===== src/rtl/exp_job_pkg.sv =====
// Shared register map, CTRL/STATUS bit positions and sequencer states
// for the exp_job_queue front end.
package exp_job_pkg;

  localparam int unsigned ADDR_OPX    = 0;
  localparam int unsigned ADDR_OPA    = 1;
  localparam int unsigned ADDR_CTRL   = 2;
  localparam int unsigned ADDR_STATUS = 3;
  localparam int unsigned ADDR_RESULT = 4;

  localparam int unsigned CTRL_PUSH    = 0;
  localparam int unsigned CTRL_FLUSH   = 1;
  localparam int unsigned CTRL_CLR_ERR = 2;
  localparam int unsigned CTRL_IRQ_EN  = 3;

  localparam int unsigned ST_CMD_FULL    = 0;
  localparam int unsigned ST_CMD_EMPTY   = 1;
  localparam int unsigned ST_RES_FULL    = 2;
  localparam int unsigned ST_RES_EMPTY   = 3;
  localparam int unsigned ST_BUSY        = 4;
  localparam int unsigned ST_ERR_OVF     = 5;
  localparam int unsigned ST_ERR_UDF     = 6;
  localparam int unsigned ST_CMD_CNT_LSB = 8;
  localparam int unsigned ST_RES_CNT_LSB = 16;

  typedef enum logic [1:0] {
    IDLE,
    START,
    HOLD,
    WAIT
  } seq_state_t;

endpackage


===== src/rtl/exp_fifo.sv =====
// Synchronous FIFO with flush; a push in the flush cycle lands in the
// freshly emptied storage.
module exp_fifo #(
  parameter int unsigned WIDTH = 8,
  parameter int unsigned DEPTH = 4
) (
  input  logic                     clk,
  input  logic                     rst,
  input  logic                     push,
  input  logic                     pop,
  input  logic                     flush,
  input  logic [WIDTH-1:0]         din,
  output logic [WIDTH-1:0]         dout,
  output logic [$clog2(DEPTH):0]   count,
  output logic                     full,
  output logic                     empty
);
  localparam int unsigned AW = $clog2(DEPTH);

  logic [WIDTH-1:0] mem [DEPTH];
  logic [AW-1:0]    wptr, rptr, wbase, rbase;
  logic [AW:0]      cbase;
  logic             do_push, do_pop;

  assign full  = (count == (AW+1)'(DEPTH));
  assign empty = (count == '0);
  assign dout  = mem[rptr];

  always_comb begin
    wbase   = flush ? '0 : wptr;
    rbase   = flush ? '0 : rptr;
    cbase   = flush ? '0 : count;
    do_push = push && (cbase != (AW+1)'(DEPTH));
    do_pop  = pop && !flush && !empty;
  end

  always_ff @(posedge clk) begin
    if (rst) begin
      wptr  <= '0;
      rptr  <= '0;
      count <= '0;
    end else begin
      wptr  <= wbase + AW'(do_push);
      rptr  <= rbase + AW'(do_pop);
      count <= cbase + (AW+1)'(do_push) - (AW+1)'(do_pop);
    end
  end

  always_ff @(posedge clk) begin
    if (do_push) mem[wbase] <= din;
  end

endmodule


===== src/rtl/exp_job_queue.sv =====
// Queued register front end for the modular-exponent core: command FIFO,
// one-job sequencer, result FIFO. Define EXP_JOB_IRQ_EN for the irq output.
module exp_job_queue
  import exp_job_pkg::*;
#(
  parameter int unsigned DATA_W = 32,
  parameter int unsigned DEPTH  = 4,
  parameter int unsigned ADDR_W = 3
) (
  input  logic              clk,
  input  logic              rst,
  input  logic [ADDR_W-1:0] address,
  input  logic              write,
  input  logic [DATA_W-1:0] writedata,
  input  logic              read,
  output logic [DATA_W-1:0] readdata,
  output logic              core_en,
  output logic [DATA_W-1:0] core_x,
  output logic [DATA_W-1:0] core_a,
  input  logic              core_ready,
  input  logic [DATA_W-1:0] core_p
`ifdef EXP_JOB_IRQ_EN
  ,
  output logic              irq
`endif
);
  localparam int unsigned CW = $clog2(DEPTH) + 1;

  seq_state_t          state, state_n;
  logic [DATA_W-1:0]   opx, opa;
  logic                wr_opx, wr_opa, wr_ctrl, rd_result;
  logic                push_req, flush_req, clr_err;
  logic                cmd_push, cmd_pop, cmd_full, cmd_empty;
  logic                res_push, res_pop, res_full, res_empty;
  logic [CW-1:0]       cmd_count, res_count;
  logic [2*DATA_W-1:0] cmd_head;
  logic [DATA_W-1:0]   res_head, status, rd_mux;
  logic                ovf_evt, udf_evt, err_ovf, err_udf, drop;

  assign wr_opx    = write && (address == ADDR_W'(ADDR_OPX));
  assign wr_opa    = write && (address == ADDR_W'(ADDR_OPA));
  assign wr_ctrl   = write && (address == ADDR_W'(ADDR_CTRL));
  assign rd_result = read && (address == ADDR_W'(ADDR_RESULT));
  assign push_req  = wr_ctrl && writedata[CTRL_PUSH];
  assign flush_req = wr_ctrl && writedata[CTRL_FLUSH];
  assign clr_err   = wr_ctrl && writedata[CTRL_CLR_ERR];

  // FLUSH in the same write empties the FIFO first, so that PUSH always lands.
  assign cmd_push = push_req && (flush_req || !cmd_full);
  assign ovf_evt  = push_req && cmd_full && !flush_req;
  assign res_pop  = rd_result && !res_empty;
  assign udf_evt  = rd_result && res_empty;

  exp_fifo #(.WIDTH(2*DATA_W), .DEPTH(DEPTH)) u_cmd_fifo (
    .clk   (clk),
    .rst   (rst),
    .push  (cmd_push),
    .pop   (cmd_pop),
    .flush (flush_req),
    .din   ({opx, opa}),
    .dout  (cmd_head),
    .count (cmd_count),
    .full  (cmd_full),
    .empty (cmd_empty)
  );

  exp_fifo #(.WIDTH(DATA_W), .DEPTH(DEPTH)) u_res_fifo (
    .clk   (clk),
    .rst   (rst),
    .push  (res_push),
    .pop   (res_pop),
    .flush (flush_req),
    .din   (core_p),
    .dout  (res_head),
    .count (res_count),
    .full  (res_full),
    .empty (res_empty)
  );

  always_comb begin
    state_n  = state;
    core_en  = 1'b0;
    cmd_pop  = 1'b0;
    res_push = 1'b0;
    unique case (state)
      IDLE:  if (!cmd_empty && !res_full && !flush_req) state_n = START;
      START: begin
        core_en = 1'b1;
        cmd_pop = 1'b1;
        state_n = HOLD;
      end
      HOLD:  state_n = WAIT;
      WAIT:  if (core_ready) begin
        res_push = !drop && !flush_req;
        state_n  = IDLE;
      end
      default: state_n = IDLE;
    endcase
  end

  // Operands are latched on the launch edge so they are valid alongside core_en.
  always_ff @(posedge clk) begin
    if (rst) begin
      state  <= IDLE;
      core_x <= '0;
      core_a <= '0;
      drop   <= 1'b0;
    end else begin
      state <= state_n;
      if (state == IDLE && state_n == START) {core_x, core_a} <= cmd_head;
      if (state == WAIT && core_ready) drop <= 1'b0;
      else if (flush_req && state != IDLE) drop <= 1'b1;
    end
  end

  always_comb begin
    status = '0;
    status[ST_CMD_FULL]             = cmd_full;
    status[ST_CMD_EMPTY]            = cmd_empty;
    status[ST_RES_FULL]             = res_full;
    status[ST_RES_EMPTY]            = res_empty;
    status[ST_BUSY]                 = (state != IDLE);
    status[ST_ERR_OVF]              = err_ovf;
    status[ST_ERR_UDF]              = err_udf;
    status[ST_CMD_CNT_LSB +: 8]     = 8'(cmd_count);
    status[ST_RES_CNT_LSB +: 8]     = 8'(res_count);
  end

  always_comb begin
    rd_mux = '0;
    if (address == ADDR_W'(ADDR_STATUS)) rd_mux = status;
    else if (address == ADDR_W'(ADDR_RESULT) && !res_empty) rd_mux = res_head;
  end

  always_ff @(posedge clk) begin
    if (rst) begin
      opx      <= '0;
      opa      <= '0;
      err_ovf  <= 1'b0;
      err_udf  <= 1'b0;
      readdata <= '0;
    end else begin
      if (wr_opx) opx <= writedata;
      if (wr_opa) opa <= writedata;
      err_ovf <= ovf_evt || (err_ovf && !clr_err);
      err_udf <= udf_evt || (err_udf && !clr_err);
      if (read) readdata <= rd_mux;
    end
  end

`ifdef EXP_JOB_IRQ_EN
  logic irq_en;

  always_ff @(posedge clk) begin
    if (rst) begin
      irq_en <= 1'b0;
      irq    <= 1'b0;
    end else begin
      if (wr_ctrl) irq_en <= writedata[CTRL_IRQ_EN];
      irq <= irq_en && (!res_empty || err_ovf || err_udf);
    end
  end
`endif

endmodule


===== config.mk =====
export PLATFORM = sky130hd
export DESIGN_NAME = exp_job_queue
export DESIGN_NICKNAME = d
export VERILOG_FILES = /design/src/rtl/exp_job_pkg.sv /design/src/rtl/exp_fifo.sv /design/src/rtl/exp_job_queue.sv
export SDC_FILE = /design/constraint.sdc
export NUM_CORES = 1
export LEC_CHECK = 0
export CAP_MARGIN = 20
export CORE_ASPECT_RATIO = 0.6
export CORE_MARGIN = 4
export CORE_UTILIZATION = 40
export DETAILED_ROUTE_END_ITERATION = 10
export PLACE_DENSITY_LB_ADDON = 0.15
export RECOVER_POWER = 25
export SLEW_MARGIN = 10
export SYNTH_ARGS = -nofsm -noshare
export SYNTH_HDL_FRONTEND = slang
export SYNTH_SLANG_ARGS = --single-unit

===== constraint.sdc =====
create_clock -name clk -period 8.7 [get_ports clk]
set_clock_uncertainty 0.15 [all_clocks]
set_input_delay 1.74 -clock clk [delete_from_list [all_inputs] [get_ports clk]]
set_output_delay 1.74 -clock clk [all_outputs]
set_load 0.03 [all_outputs]

---- Word-level counts from Yosys, hierarchy flattened ----
Memory sizes are Yosys's and may differ from the RTL's. A register that Yosys moved wholly into a read port is not among the register bits.
Index checks and enable logic that the tools add are counted.
operators by class
  $add $sub $neg .......................... 8
  equality and inequality tests ........... 12
  multiplexer cells ....................... 19
  reductions and logical operators ........ 43
operators with widths
  cell                count
  $mux 32             2
  $logic_and 1x1->1   27
  $mux 2              7
  $eq 3x3->1 const B  3
  $logic_not 3->1     3
  $add 2x1->2         4
  $pmux 2 s4          1
  $logic_not 1->1     7
  $mux 1              7
  $add 3x1->3         2
  $eq 3x2->1 const B  2
  $mux 3              2
  $ne 3x3->1 const B  2
  $sub 3x1->3         2
  $eq 2x1->1 const B  2
  $eq 2x2->1 const B  2
  $eq 3x1->1 const B  1
  $logic_or 1x1->1    3
  $logic_not 2->1     1
  $reduce_bool 2->1   1
  $reduce_or 2->1     1
storage, ports and cells
  register bits after elaboration ......... 115
  bits in writable memories ............... 384
  input port bits ......................... 72
  output and inout bits ................... 97
  word-level logic and storage cells ...... 97
  memories ................................ 2
memory list
  name            words  width  rd ports  clocked after Yosys merged registers in  wr ports  RTL line        source
  u_cmd_fifo.mem  4      64     1         1                                        1         exp_fifo.sv:20  logic [WIDTH-1:0] mem [DEPTH];
  u_res_fifo.mem  4      32     1         1                                        1         exp_fifo.sv:20

---- Longest topological paths before layout ----
Gate-level depths: netlist (run 1).
  word-level depth ........................ 10
  gate-level depth with buffers ........... 13
  gate-level depth less buffers ........... 10

---- Hierarchy ----
From an unflattened synthesis (run 1), not the netlist that was laid out.
second synthesis, totals
  cells, all modules ...................... 1336
  area, all modules ....................... 21355.5 µm²
by module, submodules not included
  module                  instances  cells each  area each (µm²)  sequential area each (µm²)
  exp_fifo at u_cmd_fifo  1          377         9654.3           7827.5
  exp_job_queue           1          748         6668.9           3303.2
  exp_fifo at u_res_fifo  1          211         5032.3           3983.8

---- Worst setup path before layout (run 1) ----
OpenSTA, ideal clock, no wires.
  path type ............................... input-to-reg
  start point ............................. input port address[0]
  end point ............................... memory u_cmd_fifo.mem[1][0] (netlist name), enable pin
  setup time .............................. 0.565 ns
  data arrival time ....................... 7.049 ns
  data required time ...................... 7.985 ns
  path slack .............................. 0.936 ns
  cell stages on the path ................. 6
  path buffers ............................ 2
  cells stage by stage .................... buf_2 nor4bb_1 buf_4 nand2_1 or2_2 nor3_1
on the way
  word-level cells in the longest chain between the ends .. 8
  elaborated cells between the ends (all ways) .. 12
  classes of those cells .................. eq/ne (2); mux (4); reduce/logical (6)
ends and longest elaborated chain
  what                                                    RTL line                             source
  start, declared                                         exp_job_queue.sv:12                  input logic [ADDR_W-1:0] address,
  $eq 3x2->1 *                                            exp_job_queue.sv:42                  assign wr_ctrl = write && (address == ADDR_W'(ADDR_CTRL));
  $logic_and 1x1->1 *                                     exp_job_queue.sv:42
  $logic_and 1x1->1                                       exp_job_queue.sv:45                  assign flush_req = wr_ctrl && writedata[CTRL_FLUSH];
  $mux 3 / $logic_or 1x1->1 (equally long branches)       exp_fifo.sv:32, exp_job_queue.sv:49
  $ne 3x3->1 / $logic_and 1x1->1 (equally long branches)  exp_fifo.sv:33, exp_job_queue.sv:49
  $logic_and 1x1->1                                       exp_fifo.sv:33                       do_push = push && (cbase != (AW+1)'(DEPTH));
  $mux 1                                                  exp_fifo.sv:50                       if (do_push) mem[wbase] <= din;
  $mux 1 (not written as such)                            exp_fifo.sv:50
  end, declared                                           exp_fifo.sv:20
Every way passes the cells marked *; elsewhere a longest branch is shown, timed or not.

---- Worst setup path after layout (run 1) ----
  start point ............................. input port address[1]
  end point ............................... memory u_cmd_fifo.mem[3][14] (netlist name), enable pin
The elaborated chain is that of the path after synthesis.

==> run metrics, run 1 <==
outcome=completed; final setup TNS=0 ps; Synth top area share=56.1%; worst hold slack=302 ps; Fill cells=4,387; final setup fails=0; row count=64; Layout area overhead=20.6%; first-pass GRT wire length=72.0 mm; Yosys reg bits=563; worst reg2reg endpoint=u_cmd_fifo.mem[3][14]; initial core utilization=40.4%; via count=11,200; top sig layer=met4; WP data arrival=4970 ps; antenna-violating nets left=0; hold crit path type=flip-flop to flip-flop; Overall Global Routing Usage=17.1%; met1 wire length=22.9 mm; net count after synthesis=1,376; HPWL Detailed=27.9 mm; largest net degree at the start of global routing=108; Multi-input gate area=5110 sq um; Hold Fails Final Rpt=0; met3 wire length=2.48 mm; first-pass iteration count of the detailed router=7; Ports=169; Hold Path Sink=core_a[9]; Post-synth EDFFs=384; RSZ-0062 raised after global routing=no; leakage=7.39 nW; Reg area=15,100 sq um; core area=50,900 sq um; final wirelength=47.1 mm; Slew HR=30.3%; Syn Inst Count=1,294; WL/cell=21.4 microns; mean area per synthesized cell=15.9 sq um; met2 WL post-DR=21.0 mm; Post-CTS Setup Bufs=0; period utilisation layout=56.4%; CP max FO=34; grt total ovfl=0; Die X-Extent=301 microns; CTS Root Cell=clkbuf_16; Die Area=55,200 sq um; vias in the first global route=11,500; worst path required time=8760 ps; CP endpoint kind=flip-flop; cell area after synthesis=20,600 sq um; reg-to-reg critical path startpoint=u_cmd_fifo.count[1]; hold depth=2; drt first-iter violations=877; CTS tree=done; count of different cell masters after synthesis=47; Worst IR Drop VDD=0.000131 V; H-tree Lvls=2; cell taking the most area after synthesis=edfxtp_1; initial antenna violation count=0; FMAX=204 MHz; clk sink count=563; max-cap viol count=0; cts bufs inserted=53; Max Slew Vio Count=0; Synth async-reset ratio=0%; Hold Buf Count CTS=0; post-cts gate resize count=0; Die Y=184 microns; type of origin of the critical path=primary input; GP Congestion=0.736; Seq/Total Area, Yosys=73.5%; critical hold path startpoint=core_a[9]; R2R cell count=6; min Tclk post-route=4910 ps; clk slew on worst S/H paths=60 ps; critical path class=primary input to flip-flop; share of post-route cells with drive strength above 1=18.5%; PwrDens=220 nW/um^2; Synth Flop Type=edfxtp_1; Yosys warnings=0; Clock Latency Late Sink=580 ps; CTS max path bufs=3; Slew @ Worst Pin=1040 ps; drt drc=0; vias per std cell=5.11; # diodes=0; Layout Nets=1,543; IO Port Bufs=168; r2r setup slk=5510 ps; largest cells by area after synthesis=edfxtp_1 56%, dfxtp_1 17%, mux4_2 11%, nand2_1 4.3%, a21oi_1 2.5%
[cells in the final DEF, fill, tap and decap left out, types with 4 or more instances in the layout]
| master | count |
|---|---|
| bufinv_16 | 6 |
| clkbuf_8 | 4 |
| clkinvlp_4 | 5 |
| mux4_2 | 96 |
| clkinv_2 | 10 |
| and3_1 | 5 |
| edfxtp_1 | 384 |
| clkinv_1 | 6 |
| nor2_1 | 45 |
| nor3_1 | 4 |
| and2_1 | 4 |
| clkbuf_16 | 56 |
| xnor2_1 | 4 |
| ha_1 | 8 |
| o21ai_0 | 4 |
| a21oi_2 | 30 |
| dfxtp_1 | 176 |
| nand2_1 | 237 |
| clkbuf_1 | 10 |
| clkdlybuf4s50_1 | 165 |
| a22oi_1 | 19 |
| inv_1 | 8 |
| nand2_2 | 30 |
| nor2b_1 | 8 |
| buf_4 | 21 |
| a222oi_1 | 11 |
| a21oi_1 | 102 |
| xor2_1 | 4 |
[layout make-up]
type	instances	share of cell area (%)
Inverter	8	0.121
Multi-Input combinational cell	645	20.6
Timing Repair Buffer	190	7.53
Clock buffer	70	6.02
Clock inverter	29	1.27
Sequential cell	563	61.0
Tap cell	693	3.50
[synth_stat cells, types with 4 or more instances]
master    instances
a21oi_1         102
a21oi_2          30
a222oi_1         11
a22oi_1          19
and2_1            4
and3_1            7
buf_2            11
buf_6             6
clkbuf_1         58
dfxtp_1         179
edfxtp_1        384
ha_1              8
inv_1             8
mux4_2           96
nand2_1         237
nand2_2          30
nor2_1           45
nor2b_1           8
nor3_1            6
o21ai_0           4
xnor2_1           4
xor2_1            4
[registers in the layout, summed over array words and instances, names as in the netlist, 3 cells and up]
signal,cells
u_res_fifo.count,3
u_cmd_fifo.mem,256
core_a,32
opx,32
readdata,32
core_x,32
opa,32
u_cmd_fifo.count,3
u_res_fifo.mem,128
[logic make-up (layout without fill, tap and decap cells)]
group	Yosys count	in the layout	share of synthesized area, %
AO/OA/AOI/OAI	174	174	5.52
buffers and inverters	86	297	1.89
flip-flops	563	563	73.5
multiplexers	96	96	10.5
adder cells (fa/ha/maj)	10	10	0.681
AND/OR/NAND/NOR	357	357	7.57
XOR/XNOR	8	8	0.341
[how the worst max path moves through the flow]
stage	startpoint	endpoint	slack [ps]	depth (start not counted)
final	address[1]	u_cmd_fifo.mem[3][14]	3790	8
after floorplan	address[0]	u_cmd_fifo.mem[1][0]	940	6
after detailed placement	address[1]	u_cmd_fifo.mem[3][12]	3170	8
after global placement	address[1]	u_cmd_fifo.mem[3][12]	3120	8
after CTS	address[1]	u_cmd_fifo.mem[3][40]	3760	8
after global routing	address[1]	u_cmd_fifo.mem[3][42]	3580	8
[critical path, cell delays in order]
cell	delay, ps
clkdlybuf4s50_1	610
nor4bb_1	460
buf_4	250
nand2_1	50
or2_2	320
inv_1	120
and3_2	800
buf_4	590
[metal layers]
layer	GRT usage, %	up-vias
met4	3.13	0
met1	26.6	5720
met2	25.5	283
li1	-	5177
met3	2.94	56
met5	0	-
[power breakdown]
part           internal (mW)  switching [mW]  leakage (nW)  total, mW
sequential              2.87          0.0171          4.60       2.88
clock                   1.39           0.984         0.876       2.37
combinational         0.0761           0.117          1.91      0.193
total                   4.33            1.12          7.39       5.45
[stage by stage]
| step | cell area [sq um] | worst slack [ps] | utilization [%] | total power [mW] | instances |
|---|---|---|---|---|---|
| 2_1_floorplan | 20600 | 936 | - | 3.03 | 1294 |
| 3_3_place_gp | 23000 | 3120 | 45.1 | 3.13 | 2098 |
| 3_5_place_dp | 23000 | 3170 | 45.1 | 3.14 | 2099 |
| 4_1_cts | 24800 | 3760 | 48.7 | 5.52 | 2198 |
| 5_1_grt | 24800 | 3580 | 48.7 | 5.66 | 2198 |
| 6_report | 24800 | 3790 | 48.7 | 5.45 | 2198 |
Note: power is estimated with default switching activity, not from simulation.
==> run 2, diff against run 1 <==
clock period = 4.5 ns   (was 8.7 ns; I/O delays follow)
==> run 2 against run 1 <==
Count of clock-buffer cells in the layout up 11; total power up 90%; sequential power up 94%; register-to-register slack worse by 3600 ps; worst hold slack worse by 1.3 ps; combinational power up 99%; final cell count up 0.55%; wire length up 0.96%; sequential cell count unchanged; critical path type unchanged; critical endpoint is now u_cmd_fifo.count[2]; largest power group unchanged.
==> run metrics, run 2 (same netlist as run 1, synthesis figures left out) <==
outcome=completed; hold crit path type=flip-flop to flip-flop; CTS Root Cell=clkbuf_16; Slew HR=32.7% (+2.4 points); clk sink count=563 (unchanged); period utilisation layout=79.7%; HPWL Detailed=28.7 mm (+3.0%); type of origin of the critical path=primary input; first-pass iteration count of the detailed router=5 (-2); row count=64 (unchanged); Layout area overhead=21.3%; placed insts=2,109 (+0.48%); initial core utilization=40.4% (unchanged); GP Congestion=0.752 (+2.2%); Hold Buf Count CTS=0 (unchanged); Max Slew Vio Count=0 (unchanged); drt drc=0 (unchanged); hold depth=2 (unchanged); min Tclk post-route=3590 ps; CTS tree=done; WL/cell=21.5 microns (+0.41%); Regs by FF count=u_cmd_fifo.mem: 256 flops, u_res_fifo.mem: 128 flops; worst path required time=4780 ps (-3980 ps); PwrDens=415 nW/um^2 (+89%); first-pass GRT wire length=72.9 mm (+1.2%); WP data arrival=3870 ps (-1100 ps); R2R cell count=9 (+3); leakage=7.44 nW (+0.71%); Combinational Power Share=3.7% (+0.2 points); CTS max path bufs=3 (unchanged); Slew @ Worst Pin=1010 ps (-35.3 ps); RSZ-0062 raised after global routing=no; post-cts gate resize count=0 (unchanged); Layout Cells excl Fill=2,210 (+0.55%); sw frac=20.7% (+0.23 points); initial antenna violation count=0 (unchanged); most common cell after layout, fill and taps aside=edfxtp_1; grt total ovfl=0 (unchanged); Ports=169 (unchanged); P_int=8.21 mW (+89%); final setup fails=0 (unchanged); Hold Fails Final Rpt=0 (unchanged); core area=50,900 sq um (unchanged); drt first-iter violations=843 (-3.9%); final wirelength=47.5 mm (+0.96%); Worst IR Drop VDD=0.000358 V (+170%); vias per std cell=5.12 (+0.19%); CP max FO=8 (-76%); Top reg by flops=u_cmd_fifo.mem; Die Area=55,200 sq um (unchanged); clk slew on worst S/H paths=60 ps (about the same); Die Y=184 microns (unchanged); largest net degree at the start of global routing=72 (-33%); H-tree Lvls=2 (unchanged); via count=11,300 (+0.74%); Total Power=10.4 mW (+90%); share of post-route cells with drive strength above 1=18.5% (+0.052 points); cts bufs inserted=53 (unchanged); # diodes=0 (unchanged); Reg power frac=53.9% (+1.0 points); switching pwr=2.15 mW (+92%); most frequent cells in the layout=384 x edfxtp_1, 237 x nand2_1, 176 x dfxtp_1, 165 x clkdlybuf4s50_1, 102 x a21oi_1; IO Port Bufs=168 (unchanged); Overall Global Routing Usage=17.4% (+0.29 points); FMAX=279 MHz; max-cap viol count=0 (unchanged); Layout Nets=1,554 (+0.71%); Clk pwr share=42.4% (-1.1 points); CP endpoint kind=flip-flop; Clock Latency Late Sink=580 ps (about the same); antenna-violating nets left=0 (unchanged); Die X-Extent=301 microns (unchanged); critical path class=primary input to flip-flop; Post-CTS Setup Bufs=0 (unchanged); Fill cells=4,372 (-0.34%); vias in the first global route=11,400 (-0.51%); max reg flops=256 (unchanged)
run 2: cell types whose count changed in the layout (fill, tap and decap cells not counted), moves of 4 or more:
cell        change
clkinvlp_4      -4
clkbuf_1       +10
bufinv_16       -4
buf_12         +12
run 2: power by group through the flow:
stage	Combinational (mW)	Clock, mW	Sequential, mW
floorplan	0.136	0	5.73
global placement	0.383	0	5.69
detailed placement	0.387	0	5.69
CTS	0.389	4.52	5.58
global route	0.413	4.76	5.58
finish	0.385	4.39	5.58
run 2: critical path: stages:
cell,delay [ps]
clkdlybuf4s50_1,620
nor4bb_1,670
buf_4,270
nand2_1,50
or2_2,340
inv_1,140
ha_1,160
inv_1,50
fa_1,430
xnor2_1,190
nor2_1,60
run 2: stage by stage:
step / utilization, % / setup TNS [ps] / hold slack [ps] / area (sq um) / setup WS, ps
after detailed placement: 45.6 / 0 / 296 / 23200 / 347
final: 49.0 / 0 / 301 / 25000 / 912
after floorplan: - / -57880 / 281 / 20600 / -452
after CTS: 49.0 / 0 / 304 / 24900 / 949
after global routing: 49.0 / 0 / 314 / 25000 / 803
after global placement: 45.6 / 0 / 297 / 23200 / 418
run 2: final timing paths:
check / from / to / slack, ps
worst min-delay path: core_a[30] / core_a[30] / 300
worst max-delay path: address[1] / u_cmd_fifo.count[2] / 910
worst min register to register: core_a[30] / core_a[30] / 300
worst max register to register: u_cmd_fifo.count[2] / u_cmd_fifo.count[2] / 1920
run 2: per-layer routing:
layer / wire, microns / track usage, % / share of wire [%]
met1: 23800 / 27.1 / 50
met2: 20800 / 25.6 / 44
met3: 2190 / 3.09 / 4.6
met4: 732 / 3.63 / 1.5
met5: 0 / 0 / 0
run 2: area by class of cell:
cell class	count	area, sq um	share of cell area, %
Clock buffer	81	1560	6.24
Clock inverter	19	174	0.697
Inverter	8	30.0	0.120
Multi-Input combinational cell	645	5120	20.5
Sequential cell	563	15100	60.6
Tap cell	693	867	3.47
Timing Repair Buffer	201	2080	8.35
